<file path="config.mk">
export PLATFORM = sky130hd
export DESIGN_NAME = led_code_sequencer
export DESIGN_NICKNAME = d
export VERILOG_FILES = /design/src/rtl/led_code_sequencer.sv
export SDC_FILE = /design/constraint.sdc
export NUM_CORES = 1
export LEC_CHECK = 0
export CELL_PAD_IN_SITES_DETAIL_PLACEMENT = 0
export CELL_PAD_IN_SITES_GLOBAL_PLACEMENT = 1
export CORE_UTILIZATION = 25
export CTS_CLUSTER_SIZE = 8
export DETAILED_ROUTE_END_ITERATION = 7
export PLACE_DENSITY = 0.45
export SLEW_MARGIN = 20
export SYNTH_ARGS = -nofsm -noshare
export SYNTH_HDL_FRONTEND = slang
export SYNTH_SLANG_ARGS = --single-unit
</file>
<file path="constraint.sdc">
create_clock -name CLK100MHZ -period 3.3 [get_ports CLK100MHZ]
set_input_delay 0.495 -clock CLK100MHZ [delete_from_list [all_inputs] [get_ports CLK100MHZ]]
set_output_delay 0.495 -clock CLK100MHZ [all_outputs]
set_load 0.01 [all_outputs]
</file>
<file path="src/rtl/led_code_sequencer.sv">
// rtl/led_code_sequencer.sv - code/enable source for the 4x16 LED decoder: synced switches, debounced
// buttons, OFF/MANUAL/SCAN mode FSM and a prescaled up/down code scanner.
module led_code_sequencer #(
  parameter int DB_CYCLES   = 1_000_000,
  parameter int STEP_CYCLES = 25_000_000
) (
  input  logic       CLK100MHZ,
  input  logic       CPU_RESETN,
  input  logic [3:0] SW_IN,
  input  logic       BTN_MODE,
  input  logic       BTN_DIR,
  output logic [3:0] code_out,
  output logic       dec_enable,
  output logic [1:0] mode_out,
  output logic       dir_out
);

  localparam int DBW = (DB_CYCLES > 1) ? $clog2(DB_CYCLES) : 1;
  localparam int PSW = (STEP_CYCLES > 1) ? $clog2(STEP_CYCLES) : 1;
  localparam logic [DBW-1:0] DB_LAST = DBW'(DB_CYCLES - 1);
  localparam logic [PSW-1:0] PS_LAST = PSW'(STEP_CYCLES - 1);

  typedef enum logic [1:0] {
    ST_OFF    = 2'b00,
    ST_MANUAL = 2'b01,
    ST_SCAN   = 2'b10
  } state_t;

  state_t               state;
  state_t               state_next;
  logic [3:0]           sw_s1;
  logic [3:0]           sw_s2;
  logic [1:0]           btn_raw;
  logic [1:0]           btn_s1;
  logic [1:0]           btn_s2;
  logic [1:0][DBW-1:0]  db_cnt;
  logic [1:0]           db_state;
  logic [1:0]           press;
  logic [PSW-1:0]       presc;
  logic                 mode_press;
  logic                 dir_press;

  // Bit 0 is the mode button, bit 1 the direction button.
  assign btn_raw    = {BTN_DIR, BTN_MODE};
  assign mode_press = press[0];
  assign dir_press  = press[1];
  assign mode_out   = state;

  always_ff @(posedge CLK100MHZ or negedge CPU_RESETN) begin
    if (!CPU_RESETN) begin
      sw_s1  <= '0;
      sw_s2  <= '0;
      btn_s1 <= '0;
      btn_s2 <= '0;
    end else begin
      sw_s1  <= SW_IN;
      sw_s2  <= sw_s1;
      btn_s1 <= btn_raw;
      btn_s2 <= btn_s1;
    end
  end

  // A level must differ from the accepted state for DB_CYCLES consecutive samples to flip it.
  always_ff @(posedge CLK100MHZ or negedge CPU_RESETN) begin
    if (!CPU_RESETN) begin
      db_cnt   <= '0;
      db_state <= '0;
      press    <= '0;
    end else begin
      for (int i = 0; i < 2; i++) begin
        press[i] <= 1'b0;
        if (btn_s2[i] == db_state[i]) begin
          db_cnt[i] <= '0;
        end else if (db_cnt[i] == DB_LAST) begin
          db_state[i] <= ~db_state[i];
          db_cnt[i]   <= '0;
          press[i]    <= ~db_state[i];
        end else begin
          db_cnt[i] <= db_cnt[i] + DBW'(1);
        end
      end
    end
  end

  always_ff @(posedge CLK100MHZ or negedge CPU_RESETN) begin
    if (!CPU_RESETN) begin
      state <= ST_OFF;
    end else begin
      state <= state_next;
    end
  end

  always_comb begin
    state_next = state;
    case (state)
      ST_OFF:    if (mode_press) state_next = ST_MANUAL;
      ST_MANUAL: if (mode_press) state_next = ST_SCAN;
      ST_SCAN:   if (mode_press) state_next = ST_OFF;
      default:   state_next = ST_OFF;
    endcase
  end

  // A mode press in SCAN pre-empts the step; the prescaler idles at zero outside SCAN.
  always_ff @(posedge CLK100MHZ or negedge CPU_RESETN) begin
    if (!CPU_RESETN) begin
      code_out   <= '0;
      dec_enable <= 1'b0;
      dir_out    <= 1'b0;
      presc      <= '0;
    end else begin
      dir_out    <= dir_out ^ dir_press;
      dec_enable <= (state_next == ST_MANUAL) || (state_next == ST_SCAN);
      if (state == ST_MANUAL) begin
        code_out <= sw_s2;
      end
      if ((state == ST_SCAN) && !mode_press) begin
        if (presc == PS_LAST) begin
          presc    <= '0;
          code_out <= dir_out ? (code_out - 4'd1) : (code_out + 4'd1);
        end else begin
          presc <= presc + PSW'(1);
        end
      end else begin
        presc <= '0;
      end
    end
  end

endmodule
</file>
==> results of run 1 <==
==> flip-flops by register name, summed over array words and instances, names as in the netlist <==
signal,count
presc,25
btn_s2,2
btn_s1,2
dir_out,1
sw_s1,4
mode_out,2
code_out,4
sw_s2,4
dec_enable,1
db_state,2
db_cnt,40
press,2
==> layout by cell type (no fill, tap or decap), types with 9 or more instances in the layout <==
cell	netlist	final
nor2_1	82	82
nand4_1	14	14
nand3_1	26	26
and3_1	9	9
nand2_1	25	25
clkbuf_16	0	9
xor2_1	43	43
clkdlybuf4s50_1	0	14
dfrtp_1	89	89
xnor2_1	22	22
==> per-stage QoR <==
stage / total power, W / cell area [um2] / std cells / setup WS (ps)
2_1_floorplan: 0.00115 / 4060 / 382 / 1580
3_3_place_gp: 0.00119 / 4460 / 609 / 1210
3_5_place_dp: 0.00119 / 4460 / 609 / 1190
4_1_cts: 0.00217 / 4720 / 624 / 1170
5_1_grt: 0.00223 / 4720 / 624 / 1010
6_report: 0.00212 / 4720 / 624 / 1220
==> worst register-to-register path: stages (launching register included) <==
cell	delay, ps
dfrtp_1	410
ha_1	250
and3_1	220
nand3_1	180
nand4b_1	210
nand3_2	460
nor2_1	260
==> area by class of cell <==
cell class,count,area (um2)
clock inverter,3,17.5
fill,1728,11200
inverter,8,30.0
clock buffer,12,246
multi-input combinational,279,1770
timing repair buffer,17,163
sequential,89,2230
tap,216,270
==> kinds of logic after synthesis <==
kind of cell             after synthesis
buffers and inverters                 14
flip-flops                            89
adder cells (fa/ha/maj)                6
AO/OA/AOI/OAI                          8
XOR/XNOR                              65
AND/OR/NAND/NOR                      194
multiplexers                           6
==> report_power, final <==
part	switching, W	total [W]	leakage, nW	internal [W]
clock network	0.000432	0.000956	0.128	0.000525
registers	0.00000949	0.00111	1.21	0.00110
logic	0.0000354	0.0000512	0.637	0.0000159
==> worst max-delay path by stage <==
stage | end | cells past startpoint | slack, ps | from
6_report | presc[19] | 6 | 1220 | presc[0]
5_1_grt | presc[0] | 6 | 1010 | presc[0]
4_1_cts | presc[19] | 6 | 1170 | presc[0]
3_5_place_dp | presc[19] | 6 | 1190 | presc[0]
3_3_place_gp | presc[0] | 6 | 1210 | presc[0]
2_1_floorplan | db_cnt[11] | 8 | 1580 | db_cnt[0]
==> layer usage <==
metal / vias to the layer above / global-route usage / share of wire
li1: 1332 / - / -
met1: 1318 / 0.146 / 0.51
met2: 24 / 0.167 / 0.44
met3: 8 / 0.0454 / 0.036
met4: 0 / 0.0374 / 0.013
met5: - / 0 / 0
==> summary.txt, run 1 <==
Placed design
  • HPWL Detailed: 5.29 mm
  • Routability Congestion: about 0.69
  • IO Port Bufs: 15

Timing
  • Setup TNS: 0 ps
  • Final Max Slew Viols: 0
  • Rel. slew slack: 0.537
  • Clk_skew: ~6.6 ps
  • Hold Fails Final Rpt: 0
  • Final setup viols: 0
  • Final period util: 0.631
  • Worst Hold Margin: 110 ps
  • Maximum clock rate: 480 MHz
  • RSZ-0062 raised after global routing: no
  • Post-route minimum period: approximately 2100 ps
  • Slew at the pin with the worst max-slew slack: between 600 and 700 ps

Clock tree
  • Clk root buf: clkbuf_16
  • Cts bufs inserted: 9
  • Htree depth: 3
  • CTS max path bufs: 2
  • Clk sinks: between 80 and 90
  • CTS Hold Bufs: 0
  • Setup Fix Bufs, Post-CTS: 0
  • Post-CTS sizing: 0
  • Clk_lat worst skew: 350 ps
  • Worst-path clk slew: 60 ps
  • CTS tree: done

Layout
  • Diode count: 0
  • Share of cells above drive strength 1: 0.0711
  • Post-layout util: 0.297
  • Final nets: between 400 and 500
  • Area growth syn-to-layout: 16.5%

Global route
  • Initial antenna violation count: 0
  • Vias in the first global route: approximately 2800
  • GRT Overall Usage: 0.112
  • First-pass GRT wire length: ~14 mm
  • Largest net degree at the start of global routing: 39
  • Gr ovfl total: 0

Logic synthesis
  • Distinct cells, synth: 37
  • Multiplexer area fraction after synthesis: 0.0154
  • Synthesized cell area: ~0.004 mm2
  • Top cell type by total area after synthesis: dfrtp_1
  • Top post-synthesis cells by area: dfrtp_1, xor2_1, nor2_1
  • Synth cell count leaders: dfrtp_1, nor2_1, xor2_1
  • Yosys top cell area share: 0.549
  • Post-synth top flop: dfrtp_1
  • Post-synthesis cell count: between 300 and 400
  • Synth Area in Compound Gates: 0.0130
  • XOR/XNOR share of the synthesized area: 0.140
  • Post-Synth Simple-Gate Area: 0.247
  • Synth Area in Adders: 0.0204
  • Syn Area/Cell: about 11 um2
  • Yosys warnings: 0
  • Net count after synthesis: approximately 400
  • Register area share after synthesis: 0.549
  • Combinational family with the most area after synthesis: simple AND/OR/NAND/NOR gates
  • Post-synth EDFFs: 0
  • Dominant cell by count in the synthesized netlist: dfrtp_1
  • Ys async rst share: 1.00
  • FF+latch count, synth: 89

Route
  • Final WL: 8.05 mm
  • Drt first-iter violations: 87
  • Vias/cell: approximately 4.3
  • Avg WL per Cell: 12.9 um
  • DR vias: 2682
  • Remaining DRCs: 0
  • First-pass DRT Iterations: 6
  • Final ANT Viol Nets: 0

Floorplanning
  • I/O pin total: 16
  • Starting Density: 0.255
  • Die Span Y: between 100 and 150 um
  • Die width: approximately 130 um
  • Die area: about 0.017 mm2
  • Core box area: 0.0159 mm2
  • Rows: 46

Power
  • PwrDens: approximately 450 mW/mm2
  • Leak Pwr: slightly below 2 nW
  • Peak supply drop: ~0.24 mV

Critical path
  • Worst Path Required: 3560 ps
  • Buf+Inv Stages, Crit Path: 0
  • Reg2reg end: presc[19]
  • Worst R2R Start: presc[0]
  • CP Capture Type: flop
  • Crit path DAT: around 2400 ps
  • Crit-path cells: ha_1, and3_1, nand3_1, nand4b_1, nand3_2, nor2_1
  • Kind of critical path: flop to flop
  • Crit path max-delay family: simple AND/OR/NAND/NOR gates
  • Slowest CP cell: nand3_2
  • Worst Setup Start Kind: flop
  • Worst reg-to-reg path cell count: 6
  • Crit-path max cell delay: 460 ps
  • CP max FO: 25
  • R2R Setup Slk: around 1200 ps

Hold path
  • Worst min path class: primary input to async pin

Job
  • Max_cap viols: 0

Status
  • Outcome: finished, final reports clean
Power figures use the tool's default switching activity.
==> inputs of run 2 (changes only) <==
--- a/config.mk
+++ b/config.mk
@@ -10,7 +10,7 @@
 export CORE_UTILIZATION = 25
 export CTS_CLUSTER_SIZE = 8
 export DETAILED_ROUTE_END_ITERATION = 7
-export PLACE_DENSITY = 0.45
+export PLACE_DENSITY = 0.47
 export SLEW_MARGIN = 20
 export SYNTH_ARGS = -nofsm -noshare
 export SYNTH_HDL_FRONTEND = slang
==> constraint.sdc (replaced) <==
create_clock -name CLK100MHZ -period 1.85 [get_ports CLK100MHZ]
set_input_delay 0.2775 -clock CLK100MHZ [delete_from_list [all_inputs] [get_ports CLK100MHZ]]
set_output_delay 0.2775 -clock CLK100MHZ [all_outputs]
set_load 0.01 [all_outputs]
==> summary.txt, run 2 (same netlist as run 1, synthesis figures left out) <==
Critical path
  • Crit path DAT: 2000 ps (was 2350 ps)
  • CP max FO: 4 (was 25)
  • Kind of critical path: flop to flop (unchanged)
  • Worst Path Required: 2120 ps (was 3560 ps)
  • R2R Setup Slk: 120 ps (was 1220 ps)
  • Worst Setup Start Kind: flop (unchanged)
  • CP Capture Type: flop (unchanged)
  • Worst reg-to-reg path cell count: 4 (was 6)

Global route
  • Initial antenna violation count: 0 (unchanged)
  • GRT Overall Usage: 0.111 (was 0.112)
  • Gr ovfl total: 0 (unchanged)
  • Vias in the first global route: 2790 (was 2812)
  • First-pass GRT wire length: 14.2 mm (was 14.3 mm)
  • Largest net degree at the start of global routing: 28 (was 39)

Power
  • Leak Pwr: 2.17 nW (was 1.98 nW)
  • Total power: 0.00422 W (was 0.00212 W)
  • Peak supply drop: 0.508 mV (was 0.242 mV)
  • PwrDens: 830 mW/mm2 (was 449 mW/mm2)

Layout
  • Reg area: 0.00223 mm2 (about the same)
  • Post-layout util: 0.320 (was 0.297)
  • Share of cells above drive strength 1: 0.138 (was 0.0711)
  • Commonest non-fill, non-tap cell in the layout: dfrtp_1 (unchanged)
  • Max reg flops: 40 (unchanged)
  • Largest regs: db_cnt: 40 flops, presc: 25 flops (unchanged)
  • Fill cells: 1649 (was 1728)
  • Most frequent cells in the layout: dfrtp_1, nor2_1, xor2_1 (unchanged)
  • Area growth syn-to-layout: 25.5% (was 16.5%)
  • Area of the multi-input gates: 0.00179 mm2 (was 0.00177 mm2)
  • Final nets: 443 (was 418)
  • Finished Layout Cells: 650 (was 624)
  • Diode count: 0 (unchanged)
  • Fin area: 0.00509 mm2 (was 0.00472 mm2)
  • Largest register by flop count: db_cnt (unchanged)

Timing
  • Final Max Slew Viols: 0 (unchanged)
  • RSZ-0062 raised after global routing: yes (was no)
  • Hold Fails Final Rpt: 0 (unchanged)
  • Rel. slew slack: 0.696 (was 0.537)
  • Final setup viols: 0 (unchanged)
  • Final period util: 0.933 (was 0.631)
  • Slew at the pin with the worst max-slew slack: 455 ps (was 692 ps)
  • Clk_skew: 7.80 ps (was 6.60 ps)
  • Setup TNS: 0 ps (unchanged)
  • Post-route minimum period: 1730 ps (was 2080 ps)
  • Maximum clock rate: 579 MHz (was 480 MHz)

Floorplanning
  • Die area: 0.0167 mm2 (unchanged)
  • Rows: 46 (unchanged)
  • Core box area: 0.0159 mm2 (unchanged)
  • Die width: 129 um (unchanged)
  • I/O pin total: 16 (unchanged)
  • Starting Density: 0.255 (unchanged)
  • Die Span Y: 129 um (unchanged)

Status
  • Outcome: finished, final reports clean (unchanged)

Placed design
  • Routability Congestion: 0.710 (was 0.686)
  • HPWL Detailed: 5.63 mm (was 5.29 mm)
  • IO Port Bufs: 15 (unchanged)
  • DP Cell Count: 633 (was 609)
  • Dpl cell area: 0.00472 mm2 (was 0.00446 mm2)

Job
  • Max_cap viols: 0 (unchanged)

Clock tree
  • Clk_lat worst skew: 350 ps (about the same)
  • Worst-path clk slew: 70 ps (was 60 ps)
  • Clk sinks: 89 (unchanged)
  • Cts bufs inserted: 9 (unchanged)
  • CTS max path bufs: 2 (unchanged)
  • Setup Fix Bufs, Post-CTS: 0 (unchanged)
  • Clk root buf: clkbuf_16 (unchanged)
  • Htree depth: 3 (unchanged)
  • CTS tree: done (unchanged)

Hold path
  • Worst min path class: flop to flop (was primary input to async pin)
  • Hold path depth: 0

Route
  • Final ANT Viol Nets: 0 (unchanged)
  • Vias/cell: 4.22 (was 4.30)
  • Drt first-iter violations: 75 (was 87)
  • DR vias: 2742 (was 2682)
  • First-pass DRT Iterations: 4 (was 6)
  • Final WL: 8.10 mm (was 8.05 mm)
  • Remaining DRCs: 0 (unchanged)
  • Avg WL per Cell: 12.5 um (was 12.9 um)
==> run 2: worst max-delay path, cell delays in order, from the launching register on <==
cell and delay, ps:
dfrtp_1 420, or4_4 560, nor4_4 320, buf_4 170, mux2i_1 170
==> run 2: where the power goes <==
part / leakage [nW] / internal [W] / switching [W]
clock network: 0.166 / 0.00136 / 0.000767
registers: 1.21 / 0.00197 / 0.0000157
logic: 0.799 / 0.0000484 / 0.0000689
total: 2.17 / 0.00337 / 0.000852
==> run 2: layer usage <==
metal  wire (um)  track usage
met1        4130        0.143
met2        3570        0.170
met3         256       0.0351
met4         139       0.0478
met5           0            0
==> run 2: final timing paths <==
check | from | end
max | presc[6] | code_out[2]
min | sw_s1[1] | sw_s2[1]
max reg2reg | presc[6] | code_out[2]
min reg2reg | sw_s1[1] | sw_s2[1]
max in group asynchronous | CPU_RESETN | db_cnt[33]
min in group asynchronous | CPU_RESETN | sw_s2[1]
==> run 2: repair_timing <==
item | in CTS | in global routing
hold buffers | 1 | 0
endpoints found under the setup margin | 0 | 42
resized for setup | 0 | 5
endpoints found under the hold margin | 24 | 0
==> run 2: through the flow <==
stage / setup WS [ps] / hold WS [ps]
floorplan: 128 / -18.1
global placement: 104 / 233
detailed placement: 66.5 / 234
CTS: 44.4 / 351
global route: -11.4 / 361
finish: 124 / 349
==> run 2: cell type report <==
type,count,area share
well taps,216,0.0531
inverters,8,0.00590
multi-input cells,279,0.351
clock buffers,11,0.0477
repair buffers,42,0.0841
flip-flops and latches,89,0.438
clock inverters,5,0.0202
==> inputs of run 3 (changes only) <==
--- a/config.mk
+++ b/config.mk
@@ -8,9 +8,10 @@
 export CELL_PAD_IN_SITES_DETAIL_PLACEMENT = 0
 export CELL_PAD_IN_SITES_GLOBAL_PLACEMENT = 1
 export CORE_UTILIZATION = 25
+export CTS_CLUSTER_DIAMETER = 80
 export CTS_CLUSTER_SIZE = 8
 export DETAILED_ROUTE_END_ITERATION = 7
-export PLACE_DENSITY = 0.47
+export PLACE_DENSITY = 0.56
 export SLEW_MARGIN = 20
 export SYNTH_ARGS = -nofsm -noshare
 export SYNTH_HDL_FRONTEND = slang
==> summary.txt, run 3 (same netlist as run 1, synthesis figures left out) <==
Status
  • Outcome: finished, final reports clean (unchanged)

Floorplanning
  • Starting Density: 0.255 (unchanged)
  • Core box area: 0.0159 mm2 (unchanged)
  • Die Span Y: 129 um (unchanged)
  • Die width: 129 um (unchanged)
  • I/O pin total: 16 (unchanged)
  • Rows: 46 (unchanged)
  • Die area: 0.0167 mm2 (unchanged)

Route
  • Final WL: 7.73 mm (was 8.10 mm)
  • Final ANT Viol Nets: 0 (unchanged)
  • Avg WL per Cell: 11.9 um (was 12.5 um)
  • Drt first-iter violations: 143 (was 75)
  • Vias/cell: 4.27 (was 4.22)
  • DR vias: 2782 (was 2742)
  • Remaining DRCs: 0 (unchanged)
  • First-pass DRT Iterations: 4 (unchanged)

Hold path
  • Hold endpoint: btn_s2[1] (was sw_s2[1])
  • Hold path depth: 0 (unchanged)
  • Hold Startpoint: btn_s1[1] (was sw_s1[1])
  • Worst min path class: flop to flop (unchanged)

Timing
  • Final setup viols: 0 (unchanged)
  • Setup TNS: 0 ps (unchanged)
  • Maximum clock rate: 570 MHz (was 579 MHz)
  • Final period util: 0.948 (was 0.933)
  • Final Max Slew Viols: 0 (unchanged)
  • Worst Hold Margin: 350 ps (was 349 ps)
  • RSZ-0062 raised after global routing: yes (unchanged)
  • Hold Fails Final Rpt: 0 (unchanged)
  • Rel. slew slack: 0.692 (was 0.696)
  • Slew at the pin with the worst max-slew slack: 461 ps (was 455 ps)
  • Post-route minimum period: 1750 ps (was 1730 ps)
  • Clk_skew: 8.54 ps (was 7.80 ps)

Layout
  • Largest regs: db_cnt: 40 flops, presc: 25 flops (unchanged)
  • Share of cells above drive strength 1: 0.138 (about the same)
  • Commonest non-fill, non-tap cell in the layout: dfrtp_1 (unchanged)
  • Reg area: 0.00223 mm2 (about the same)
  • Max reg flops: 40 (unchanged)
  • Area growth syn-to-layout: 24.1% (was 25.5%)
  • Fill cells: 1683 (was 1649)
  • Diode count: 0 (unchanged)
  • Area of the multi-input gates: 0.00179 mm2 (about the same)
  • Largest register by flop count: db_cnt (unchanged)
  • Final nets: 444 (was 443)
  • Most frequent cells in the layout: dfrtp_1, nor2_1, xor2_1 (unchanged)

Critical path
  • Worst Setup Start Kind: flop (unchanged)
  • CP max FO: 17 (was 4)
  • Reg2reg end: presc[19] (was code_out[2])
  • Kind of critical path: flop to flop (unchanged)
  • R2R Setup Slk: 100 ps (was 120 ps)
  • Worst Path Required: 2080 ps (was 2120 ps)
  • Crit path DAT: 1980 ps (was 2000 ps)
  • Worst R2R Start: presc[17] (was presc[6])
  • Worst reg-to-reg path cell count: 6 (was 4)
  • CP Capture Type: flop (unchanged)

Global route
  • Vias in the first global route: 2873 (was 2790)
  • Initial antenna violation count: 0 (unchanged)
  • GRT Overall Usage: 0.104 (was 0.111)
  • Gr ovfl total: 0 (unchanged)
  • Largest net degree at the start of global routing: 90 (was 28)
  • First-pass GRT wire length: 13.7 mm (was 14.2 mm)

Clock tree
  • Worst-path clk slew: 60 ps (was 70 ps)
  • Cts bufs inserted: 9 (unchanged)
  • Clk_lat worst skew: 340 ps (was 350 ps)
  • CTS tree: done (unchanged)
  • CTS max path bufs: 2 (unchanged)
  • Htree depth: 3 (unchanged)
  • Clk sinks: 89 (unchanged)
  • Clk root buf: clkbuf_16 (unchanged)

Placed design
  • Routability Congestion: 0.753 (was 0.710)
  • IO Port Bufs: 15 (unchanged)
  • HPWL Detailed: 5.23 mm (was 5.63 mm)

Power
  • Leak Pwr: 2.15 nW (was 2.17 nW)
  • Peak supply drop: 0.431 mV (was 0.508 mV)
  • PwrDens: 780 mW/mm2 (was 830 mW/mm2)

Job
  • Max_cap viols: 0 (unchanged)
## run 3: cell types whose count changed in the layout (fill, tap and decap cells not counted)
cell        before  now
buf_12           6    4
buf_4           21   23
buf_6            0    1
bufinv_16        3    1
clkbuf_1         1    2
clkinv_4         0    2
clkinvlp_4       1    0
dfrtp_1         88   89
dfrtp_2          1    0
nand3_1         25   24
nand3_2          3    4
## run 3: layer usage
layer / track usage / vias up / wire, um
li1: - / 1385 / -
met4: 0.0394 / 0 / 113
met1: 0.134 / 1361 / 3770
met5: 0 / - / 0
met2: 0.167 / 27 / 3630
met3: 0.0273 / 9 / 219
## run 3: how the worst max path moves through the flow
stage	to	slack (ps)	cells after the start	start
after floorplan	db_cnt[11]	130	8	db_cnt[0]
after global placement	presc[2]	80	6	presc[17]
after detailed placement	presc[7]	40	6	presc[17]
after CTS	presc[2]	20	6	presc[17]
after global routing	presc[8]	-10	6	presc[15]
final	presc[19]	100	6	presc[17]
## run 3: per-stage QoR
stage,utilization,setup WS (ps),instance area (um2),std cells,total power (W)
after CTS,0.313,18.5,4980,647,0.00401
final,0.317,96.9,5030,651,0.00392
after global placement,0.294,81.7,4670,630,0.00214
after floorplan,-,128,4060,382,0.00205
after global routing,0.317,-10.2,5030,651,0.00410
after detailed placement,0.294,41.5,4670,630,0.00214
## run 3: report_power, final
| part | leakage, nW | total (W) | internal, W | switching (W) |
|---|---|---|---|---|
| combinational | 0.795 | 0.000111 | 0.0000440 | 0.0000667 |
| clock | 0.147 | 0.00183 | 0.00109 | 0.000742 |
| sequential | 1.21 | 0.00199 | 0.00197 | 0.0000154 |
| total | 2.15 | 0.00392 | 0.00310 | 0.000824 |
## run 3: worst max-delay path, stage by stage, from the launching register on
cell and delay (ps):
dfrtp_1 410, or4b_4 530, nor4_2 160, nand4b_1 180
nand3_2 160, buf_12 150, nor2_1 60
## run 3: final cells by class
type,instances,area share
repair buffers,43,0.0823
multi-input cells,279,0.356
inverters,8,0.00597
clock inverters,4,0.0104
flip-flops and latches,89,0.442
well taps,216,0.0537
clock buffers,12,0.0490
## run 3: what timing repair did
item | in CTS | in global routing
resized for setup | 0 | 6
buffers inserted | 0 | 4
hold buffers | 1 | 0
endpoints found under the setup margin | 0 | 47
hold endpoints to repair | 10 | 0
